[src/rtl/keystream_xor_pkg.sv]
// Shared types and constants for the ChaCha20 keystream XOR stage.
package keystream_xor_pkg;

  localparam int BYTE_W   = 8;
  localparam int KS_BYTES = 64;

  typedef logic [31:0]       word_t;
  typedef logic [BYTE_W-1:0] byte_t;

  typedef enum logic {
    EMPTY  = 1'b0,
    ACTIVE = 1'b1
  } xor_state_t;

  // Index width that stays legal for a single-entry buffer.
  function automatic int idx_width(input int n);
    return (n > 1) ? $clog2(n) : 1;
  endfunction

endpackage

[src/rtl/keystream_xor_if.sv]
// Keystream, plaintext and ciphertext signals of the keystream XOR stage.
interface keystream_xor_if #(
  parameter int DATA_SIZE = 8,
  parameter int NO_REG    = 64,
  parameter int CNT_W     = 32
);

  logic [DATA_SIZE-1:0] ks_block [0:NO_REG-1];
  logic                 ks_full;
  logic                 ks_consume;
  logic                 ks_req;

  logic [DATA_SIZE-1:0] pt_data;
  logic                 pt_valid;
  logic                 pt_last;
  logic                 pt_ready;

  logic [DATA_SIZE-1:0] ct_data;
  logic                 ct_valid;
  logic                 ct_last;
  logic                 ct_ready;

  logic [CNT_W-1:0]     blk_cnt;

  modport master (
    output ks_block, ks_full, pt_data, pt_valid, pt_last, ct_ready,
    input  ks_consume, ks_req, pt_ready, ct_data, ct_valid, ct_last, blk_cnt
  );

  modport slave (
    input  ks_block, ks_full, pt_data, pt_valid, pt_last, ct_ready,
    output ks_consume, ks_req, pt_ready, ct_data, ct_valid, ct_last, blk_cnt
  );

endinterface

[src/rtl/keystream_xor_buf.sv]
// Keystream block register file: whole-block parallel load, one indexed byte read.
module ks_byte_buffer #(
  parameter int DATA_SIZE = 8,
  parameter int NO_REG    = 64,
  parameter int IDX_W     = 6
) (
  input  logic                 clk,
  input  logic                 load,
  input  logic [DATA_SIZE-1:0] load_data [0:NO_REG-1],
  input  logic [IDX_W-1:0]     rd_idx,
  output logic [DATA_SIZE-1:0] rd_data
);

  logic [DATA_SIZE-1:0] mem_reg [0:NO_REG-1];

  // Contents are meaningless until the first load, so no reset is needed.
  always_ff @(posedge clk) begin
    if (load) begin
      for (int i = 0; i < NO_REG; i++) begin
        mem_reg[i] <= load_data[i];
      end
    end
  end

  assign rd_data = mem_reg[rd_idx];

endmodule

[src/rtl/keystream_xor.sv]
// Captures one keystream block, then XORs plaintext bytes into a registered
// ciphertext stream; each message starts on a fresh block.
module keystream_xor
  import keystream_xor_pkg::*;
#(
  parameter int DATA_SIZE = BYTE_W,
  parameter int NO_REG    = KS_BYTES,
  parameter int CNT_W     = 32
) (
  input logic            clk,
  input logic            rst,
  keystream_xor_if.slave bus
);

  localparam int               IDX_W    = idx_width(NO_REG);
  localparam logic [IDX_W-1:0] LAST_IDX = IDX_W'(NO_REG - 1);

  xor_state_t           state_reg, state_next;
  logic [IDX_W-1:0]     idx_reg;
  logic [DATA_SIZE-1:0] ks_byte;
  logic [DATA_SIZE-1:0] ct_data_reg;
  logic                 ct_valid_reg;
  logic                 ct_last_reg;
  logic                 ks_consume_reg;
  logic [CNT_W-1:0]     blk_cnt_reg;

  logic capture;
  logic pt_ready_int;
  logic ks_req_int;
  logic accept;
  logic block_done;

  ks_byte_buffer #(
    .DATA_SIZE (DATA_SIZE),
    .NO_REG    (NO_REG),
    .IDX_W     (IDX_W)
  ) u_buf (
    .clk       (clk),
    .load      (capture),
    .load_data (bus.ks_block),
    .rd_idx    (idx_reg),
    .rd_data   (ks_byte)
  );

  always_ff @(posedge clk or negedge rst) begin
    if (!rst) begin
      state_reg <= EMPTY;
    end else begin
      state_reg <= state_next;
    end
  end

  always_comb begin
    state_next = state_reg;
    case (state_reg)
      EMPTY:   if (bus.ks_full) state_next = ACTIVE;
      ACTIVE:  if (block_done)  state_next = EMPTY;
      default: state_next = EMPTY;
    endcase
  end

  // ks_full is only looked at while EMPTY, so a block can never be overwritten mid-use.
  always_comb begin
    capture      = 1'b0;
    pt_ready_int = 1'b0;
    ks_req_int   = 1'b0;
    case (state_reg)
      EMPTY: begin
        ks_req_int = 1'b1;
        capture    = bus.ks_full;
      end
      ACTIVE:  pt_ready_int = !ct_valid_reg || bus.ct_ready;
      default: ;
    endcase
  end

  assign accept     = pt_ready_int && bus.pt_valid;
  assign block_done = accept && ((idx_reg == LAST_IDX) || bus.pt_last);

  always_ff @(posedge clk or negedge rst) begin
    if (!rst) begin
      idx_reg        <= '0;
      ks_consume_reg <= 1'b0;
      blk_cnt_reg    <= '0;
      ct_data_reg    <= '0;
      ct_valid_reg   <= 1'b0;
      ct_last_reg    <= 1'b0;
    end else begin
      ks_consume_reg <= capture;
      if (capture) begin
        blk_cnt_reg <= blk_cnt_reg + CNT_W'(1);
      end

      if (capture || block_done) begin
        idx_reg <= '0;
      end else if (accept) begin
        idx_reg <= idx_reg + IDX_W'(1);
      end

      if (accept) begin
        ct_data_reg  <= bus.pt_data ^ ks_byte;
        ct_valid_reg <= 1'b1;
        ct_last_reg  <= bus.pt_last;
      end else if (bus.ct_ready) begin
        ct_valid_reg <= 1'b0;
      end
    end
  end

  assign bus.ks_consume = ks_consume_reg;
  assign bus.ks_req     = ks_req_int;
  assign bus.pt_ready   = pt_ready_int;
  assign bus.ct_data    = ct_data_reg;
  assign bus.ct_valid   = ct_valid_reg;
  assign bus.ct_last    = ct_last_reg;
  assign bus.blk_cnt    = blk_cnt_reg;

endmodule
[src/flat_wrapper.sv]
// flat-port wrapper written by rule: the top's interface ports become plain ports
module keystream_xor_flat import keystream_xor_pkg::*;
#(
  parameter int DATA_SIZE = BYTE_W,
  parameter int NO_REG    = KS_BYTES,
  parameter int CNT_W     = 32
)
  (clk, rst, bus_ks_block, bus_ks_full, bus_pt_data, bus_pt_valid, bus_pt_last, bus_ct_ready, bus_ks_consume, bus_ks_req, bus_pt_ready, bus_ct_data, bus_ct_valid, bus_ct_last, bus_blk_cnt);
  keystream_xor_if #(.DATA_SIZE(DATA_SIZE), .NO_REG(NO_REG), .CNT_W(CNT_W)) bus_i ();
  input logic clk;
  input logic rst;
  input wire logic [$bits(bus_i.ks_block)-1:0] bus_ks_block;
  input wire logic [$bits(bus_i.ks_full)-1:0] bus_ks_full;
  input wire logic [$bits(bus_i.pt_data)-1:0] bus_pt_data;
  input wire logic [$bits(bus_i.pt_valid)-1:0] bus_pt_valid;
  input wire logic [$bits(bus_i.pt_last)-1:0] bus_pt_last;
  input wire logic [$bits(bus_i.ct_ready)-1:0] bus_ct_ready;
  output wire logic [$bits(bus_i.ks_consume)-1:0] bus_ks_consume;
  output wire logic [$bits(bus_i.ks_req)-1:0] bus_ks_req;
  output wire logic [$bits(bus_i.pt_ready)-1:0] bus_pt_ready;
  output wire logic [$bits(bus_i.ct_data)-1:0] bus_ct_data;
  output wire logic [$bits(bus_i.ct_valid)-1:0] bus_ct_valid;
  output wire logic [$bits(bus_i.ct_last)-1:0] bus_ct_last;
  output wire logic [$bits(bus_i.blk_cnt)-1:0] bus_blk_cnt;
  assign bus_i.ks_block = {>>{bus_ks_block}};
  assign bus_i.ks_full = bus_ks_full;
  assign bus_i.pt_data = bus_pt_data;
  assign bus_i.pt_valid = bus_pt_valid;
  assign bus_i.pt_last = bus_pt_last;
  assign bus_i.ct_ready = bus_ct_ready;
  assign bus_ks_consume = bus_i.ks_consume;
  assign bus_ks_req = bus_i.ks_req;
  assign bus_pt_ready = bus_i.pt_ready;
  assign bus_ct_data = bus_i.ct_data;
  assign bus_ct_valid = bus_i.ct_valid;
  assign bus_ct_last = bus_i.ct_last;
  assign bus_blk_cnt = bus_i.blk_cnt;
  keystream_xor #(.DATA_SIZE(DATA_SIZE), .NO_REG(NO_REG), .CNT_W(CNT_W)) u_core (.clk(clk), .rst(rst), .bus(bus_i));
endmodule
[config.mk]
export PLATFORM = sky130hd
export DESIGN_NAME = keystream_xor_flat
export DESIGN_NICKNAME = d
export VERILOG_FILES = /design/src/rtl/keystream_xor_pkg.sv /design/src/rtl/keystream_xor_if.sv /design/src/rtl/keystream_xor_buf.sv /design/src/rtl/keystream_xor.sv /design/src/flat_wrapper.sv
export SDC_FILE = /design/constraint.sdc
export NUM_CORES = 1
export LEC_CHECK = 0
export CAP_MARGIN = 30
export CORE_UTILIZATION = 30
export CTS_BUF_LIST = sky130_fd_sc_hd__clkbuf_8
export DETAILED_ROUTE_END_ITERATION = 10
export PLACE_DENSITY = 0.63
export SETUP_SLACK_MARGIN = 0.2
export SKIP_CTS_REPAIR_TIMING = 1
export SLEW_MARGIN = 20
export SYNTH_ARGS = -nofsm -noshare
export SYNTH_HDL_FRONTEND = slang
export SYNTH_SLANG_ARGS = --single-unit
[constraint.sdc]
create_clock -name clk -period 29.3 [get_ports clk]
set_clock_uncertainty 0.2 [all_clocks]
set_input_delay 5.86 -clock clk [delete_from_list [all_inputs] [get_ports clk]]
set_output_delay 5.86 -clock clk [all_outputs]
set_load 0.02 [all_outputs]
Word level (Yosys, flattened, before mapping) --
Memories as Yosys holds them, arrays and structs flattened. Cells that the tools add are included.
Operators by class: add/subtract/negate cells 2, multiply operators 0, divide/modulo/power cells 0, order comparisons 0, eq/ne operators 1, shifts and indexed selects 0, muxes and demuxes 12, bitwise logic cells 2, reductions and logical operators 8
Operators by type and width (number):
- adder 32 x 1 -> 32 bit (second input constant) | 1
- two-way mux 6 bit | 2
- two-way mux 1 bit | 9
- bitwise XOR 8 bit | 1
- adder 6 x 1 -> 6 bit (second input constant) | 1
- == test 6 bit (second input constant) | 1
- nonzero test 2 bit | 2
- logical OR 1 bit | 3
- logical AND 1 bit | 2
- one-hot mux 1 bit (2 select lines) | 1
- logical NOT 1 bit | 1
- NOT 1 bit | 1
Word-level totals: bits in registers 50, bits in latches 0, bits in writable memories 512, ROM bits 0, input bits 526, output and inout port bits 45, word-level logic and storage cells 33, memories kept 1
Memory list:
- u_core.u_buf.mem_reg | words 64, bits a word 8, read ports 1, clocked after memory_dff 0, wr ports 64, line keystream_xor_buf.sv:14 | logic [DATA_SIZE-1:0] mem_reg [0:NO_REG-1];

Depth between registers and ports, before layout --
depth in word-level cells 7, mapped depth 10, mapped depth without buffers 7

By module --
A second synthesis with hierarchy kept.
Unflattened totals: cells, all modules 1053, area, all modules 21858.5 um2
By module, submodules not included:
- ks_byte_buffer | times used 1, cells an instance 832, area an instance 19556.3 um2, sequential area each 15374.7 um2
- keystream_xor | times used 1, cells an instance 221, area an instance 2302.2 um2, sequential area each 1251.2 um2

Worst setup path before layout --
OpenSTA, ideal clock, no wires.
path kind input-to-reg, from input bus_ks_full, to register u_core.idx_reg[1], library setup time 0.129 ns, arrival time 17.334 ns, data required time 28.971 ns, slack 11.637 ns, stages 5, path buffers 1, cell sequence nand2b_1 clkbuf_1 inv_1 nor2_1 a22o_1
On the way: word-level cells in the longest chain between the ends 3, elaborated cells between the ends (all ways) 4, classes of those cells 2 x mux; 2 x reduce/logical
RTL lines:
- start, declared | line flat_wrapper.sv:13 | input wire logic [$bits(bus_i.ks_full)-1:0] bus_ks_full;
- two-way mux 1 bit (*) | line keystream_xor.sv:67 | case (state_reg)
- net u_core.capture | line keystream_xor.sv:27 | logic capture;
- logical OR 1 bit (*) | line keystream_xor.sv:94 | if (capture || block_done) begin
- two-way mux 6 bit or nonzero test 2 bit (tied branches)
- end signal, assigned | line keystream_xor.sv:97 | idx_reg <= idx_reg + IDX_W'(1);
- end, declared | line keystream_xor.sv:19 | logic [IDX_W-1:0] idx_reg;
Mark *: on every way through the listed nets, which the timed path passes. The rest lies on a longest branch. A chain may end at the register's enable or synchronous reset.

Final worst setup path --
from input bus_ct_ready, to output bus_pt_ready
On the way: word-level cells in the longest chain between the ends 2
RTL lines:
- start, declared | line flat_wrapper.sv:17 | input wire logic [$bits(bus_i.ct_ready)-1:0] bus_ct_ready;
- logical OR 1 bit | line keystream_xor.sv:72 | ACTIVE: pt_ready_int = !ct_valid_reg || bus.ct_ready;
- two-way mux 1 bit | line keystream_xor.sv:67
- end, declared | line flat_wrapper.sv:20 | output wire logic [$bits(bus_i.pt_ready)-1:0] bus_pt_ready;
No other way between the ends.

==> results by group <==
Outcome
  – Status: completed

Setup path
  – CP max stage delay: 590 ps
  – Worst path top cell family by delay: buffers and inverters
  – CP dominant cell by count: clkdlybuf4s50_1
  – CP required: between 20000 and 25000 ps
  – Crit path buf inv count: 2
  – Worst-path cell chain: clkdlybuf4s50_1 > nand2b_1 > and2_1 > clkdlybuf4s50_1
  – R2r setup slk: 25140 ps
  – FF-to-FF Start: u_core.idx_reg[0]$_DFFE_PN0P_
  – Crit path DAT: 7190 ps
  – Worst r2r path cells: 7
  – CP max-delay cell: clkdlybuf4s50_1
  – Max FO, Critical Path: 4
  – CP endpoint kind: primary output
  – CP Launch Type: input pin
  – Reg2Reg Capture Point: u_core.bus.ct_data[5]$_DFFE_PN0P_
  – Setup CP Type: in -> out

Worst hold path
  – Hold wc startpoint: u_core.bus.ct_data[7]$_DFFE_PN0P_
  – Hold Path Depth: 2
  – Worst hold-check path type: reg -> reg
  – WHS Endpoint: u_core.bus.ct_data[7]$_DFFE_PN0P_

Final layout
  – P&R area growth vs syn: 38.9%
  – Largest register FFs: 512
  – Area of the multi-input gates: 4930 um^2
  – Design area: 30400 um^2
  – NumNets Final: roughly 2200
  – FF+latch area: around 17000 um^2
  – Fillers: 6455
  – Share of cells above drive strength 1: 15.7%

Detailed routing
  – # DRC: 0
  – DR pass1 iterations: 5
  – Vias per cell: about 4.6
  – Routed vias: roughly 12000
  – WL final: 64800 um
  – Iteration-0 DRC Markers: 761
  – Wire per inst: around 24 um
  – Number of antenna-violating nets in the routed design: 0

CTS
  – Root buffer cell: clkbuf_8
  – CTS tree: built
  – CTS H-Tree Depth: 3
  – Clock sink count: approximately 560
  – Clock-pin slew on the worst setup and hold paths: 60 ps
  – Clock latency on the worst-skew pair: around 700 ps
  – TritonCTS Buffers: 96
  – CTS max path bufs: 3

Synth
  – Post-synthesis sequential area ratio: 75.9%
  – Post-synthesis async set-or-reset flop share: under 10%
  – Area share of fa/ha/maj cells after synthesis: 0.114%
  – Largest family of logic cells by synthesized area: multiplexers
  – Yosys Warn Count: 0
  – Post-synth top area share: 70.2%
  – Post-synth EDFFs: 512
  – Most common library cells after synthesis: edfxtp_1 (512), mux4_2 (103), nand2_1 (57)
  – Synth Area in Simple Gates: 2.83%
  – Post-synthesis compound-gate area fraction: 2.52%
  – Mapped cell area: 21900 um^2
  – Post-synthesis cell type count: 48
  – Top-count cell post-synth: edfxtp_1
  – Seq cells post-synth: about 560
  – Mapped Avg Cell Area: 20.8 um^2
  – Post-synthesis mux area share: 15.3%
  – Post-Synthesis Cells: 1054
  – Ys flop type: edfxtp_1
  – Syn nets: between 1500 and 2000
  – Ranking of synthesized cells by area: edfxtp_1 (70%), mux4_2 (11%), dfrtp_1 (5.7%), mux2i_1 (2.0%), xnor2_1 (1.1%)
  – Synth Area in XOR/XNOR: 1.64%
  – Synth area leader: edfxtp_1

Placement
  – Placed cell area: approximately 29000 um^2
  – Port buffer count: 570
  – Detailed Place HPWL: 47300 um
  – GPL Wtd Cong: 0.779

Timing
  – Slew @ Worst Pin: 1090 ps
  – Tcrit/Tclk final: 45.2%
  – Final setup fails: 0
  – Final count of hold timing violations: 0
  – RSZ-0062 raised after global routing: no
  – Max_slew headroom: 27.3%
  – Slew Limit Fails: 0
  – Period minus WS final: ~13000 ps
  – Fmax: approximately 0.075 GHz
  – Setup TNS: 0 ps

Floorplan
  – Chip Width: around 270 um
  – Die area: 74100 um^2
  – DIE HEIGHT: approximately 270 um
  – Std cell rows: 98
  – Starting Density: 30.5%
  – Core area: 71900 um^2
  – Boundary pin count: around 570

Power and ir drop
  – Power per cell area: 78.7 nW/um^2
  – Max VDD drop: 0.0488 mV
  – Leak: 0.0101 uW

GRT
  – GR Util All Layers: about 17%
  – Initial antenna violation count: 7
  – Grt ovf: 0
  – First-pass GRT wire length: 91000 um
  – Largest net degree at the start of global routing: 175
  – Number of global-route vias before repair: 13600

Run
  – Number of max-cap violations: 0
cell usage in the layout, fill, tap and decap left out, types with 18 or more instances in the layout:
cell | synthesis | layout
mux2_2 | 18 | 18
mux2i_1 | 44 | 44
edfxtp_1 | 512 | 512
dfrtp_1 | 50 | 47
xnor2_1 | 27 | 27
mux4_2 | 103 | 103
clkdlybuf4s50_1 | 0 | 569
clkbuf_8 | 0 | 98
nand2_1 | 57 | 57
inv_1 | 7 | 48
a221oi_1 | 21 | 21
clkinv_1 | 0 | 19
worst reg2reg max path, stage by stage (launching register included):
cell and delay (ps):
dfrtp_4 860, buf_4 790, mux4_2 670, mux2i_1 420
a21oi_1 210, a32oi_1 620, xor2_1 190, o21ai_1 70
cell type report:
class / instances / share of cell area [%]
Inverter: 7 / 0.111
Sequential cell: 562 / 54.7
Tap cell: 950 / 3.91
Antenna cell: 7 / 0.0576
Clock buffer: 98 / 4.43
Timing Repair Buffer: 587 / 19.4
Clock inverter: 78 / 1.24
Multi-Input combinational cell: 434 / 16.2
power by group:
| part | internal [uW] | switching (uW) |
|---|---|---|
| clock network | 315 | 322 |
| registers | 1040 | 61.6 |
| logic | 313 | 344 |
| total | 1670 | 728 |
cell families after synthesis:
group | after synthesis
flops | 562
simple gates | 130
compound gates | 75
mux | 186
buf+inv | 58
fa+ha+maj | 2
xor+xnor | 41
stage by stage:
stage | total power (uW) | hold slack [ps] | cells | setup slack, ps | utilization (%)
finish | 2390 | 279 | 2723 | 16050 | 42.4
global route | 2510 | 295 | 2723 | 15990 | 42.4
CTS | 2440 | 281 | 2714 | 16050 | 42.2
detailed placement | 1790 | 267 | 2538 | 16040 | 39.8
global placement | 1780 | 262 | 2537 | 16040 | 39.8
floorplan | 1580 | 353 | 1054 | 11640 | -
how the worst max path moves through the flow:
stage                                                to  cells after the start  slack [ps]    startpoint
final                                      bus_pt_ready                      4       16050  bus_ct_ready
after global placement                     bus_pt_ready                      4       16040  bus_ct_ready
after floorplan           u_core.idx_reg[1]$_DFFE_PN0P_                      5       11640   bus_ks_full
after global routing                       bus_pt_ready                      4       15990  bus_ct_ready
after detailed placement                   bus_pt_ready                      4       16040  bus_ct_ready
after CTS                                  bus_pt_ready                      4       16050  bus_ct_ready
per-layer routing:
layer  up-vias  GRT usage, %  wire, um  part of all wire (%)
met5         -             0         0                     0
met3        81          4.99      4430                   6.8
li1       5635             -         -                     -
met2       483          30.0     33400                    52
met4         0          4.78      1190                   1.8
met1      6279          20.6     25800                    40
(Power assumes the default switching activity.)
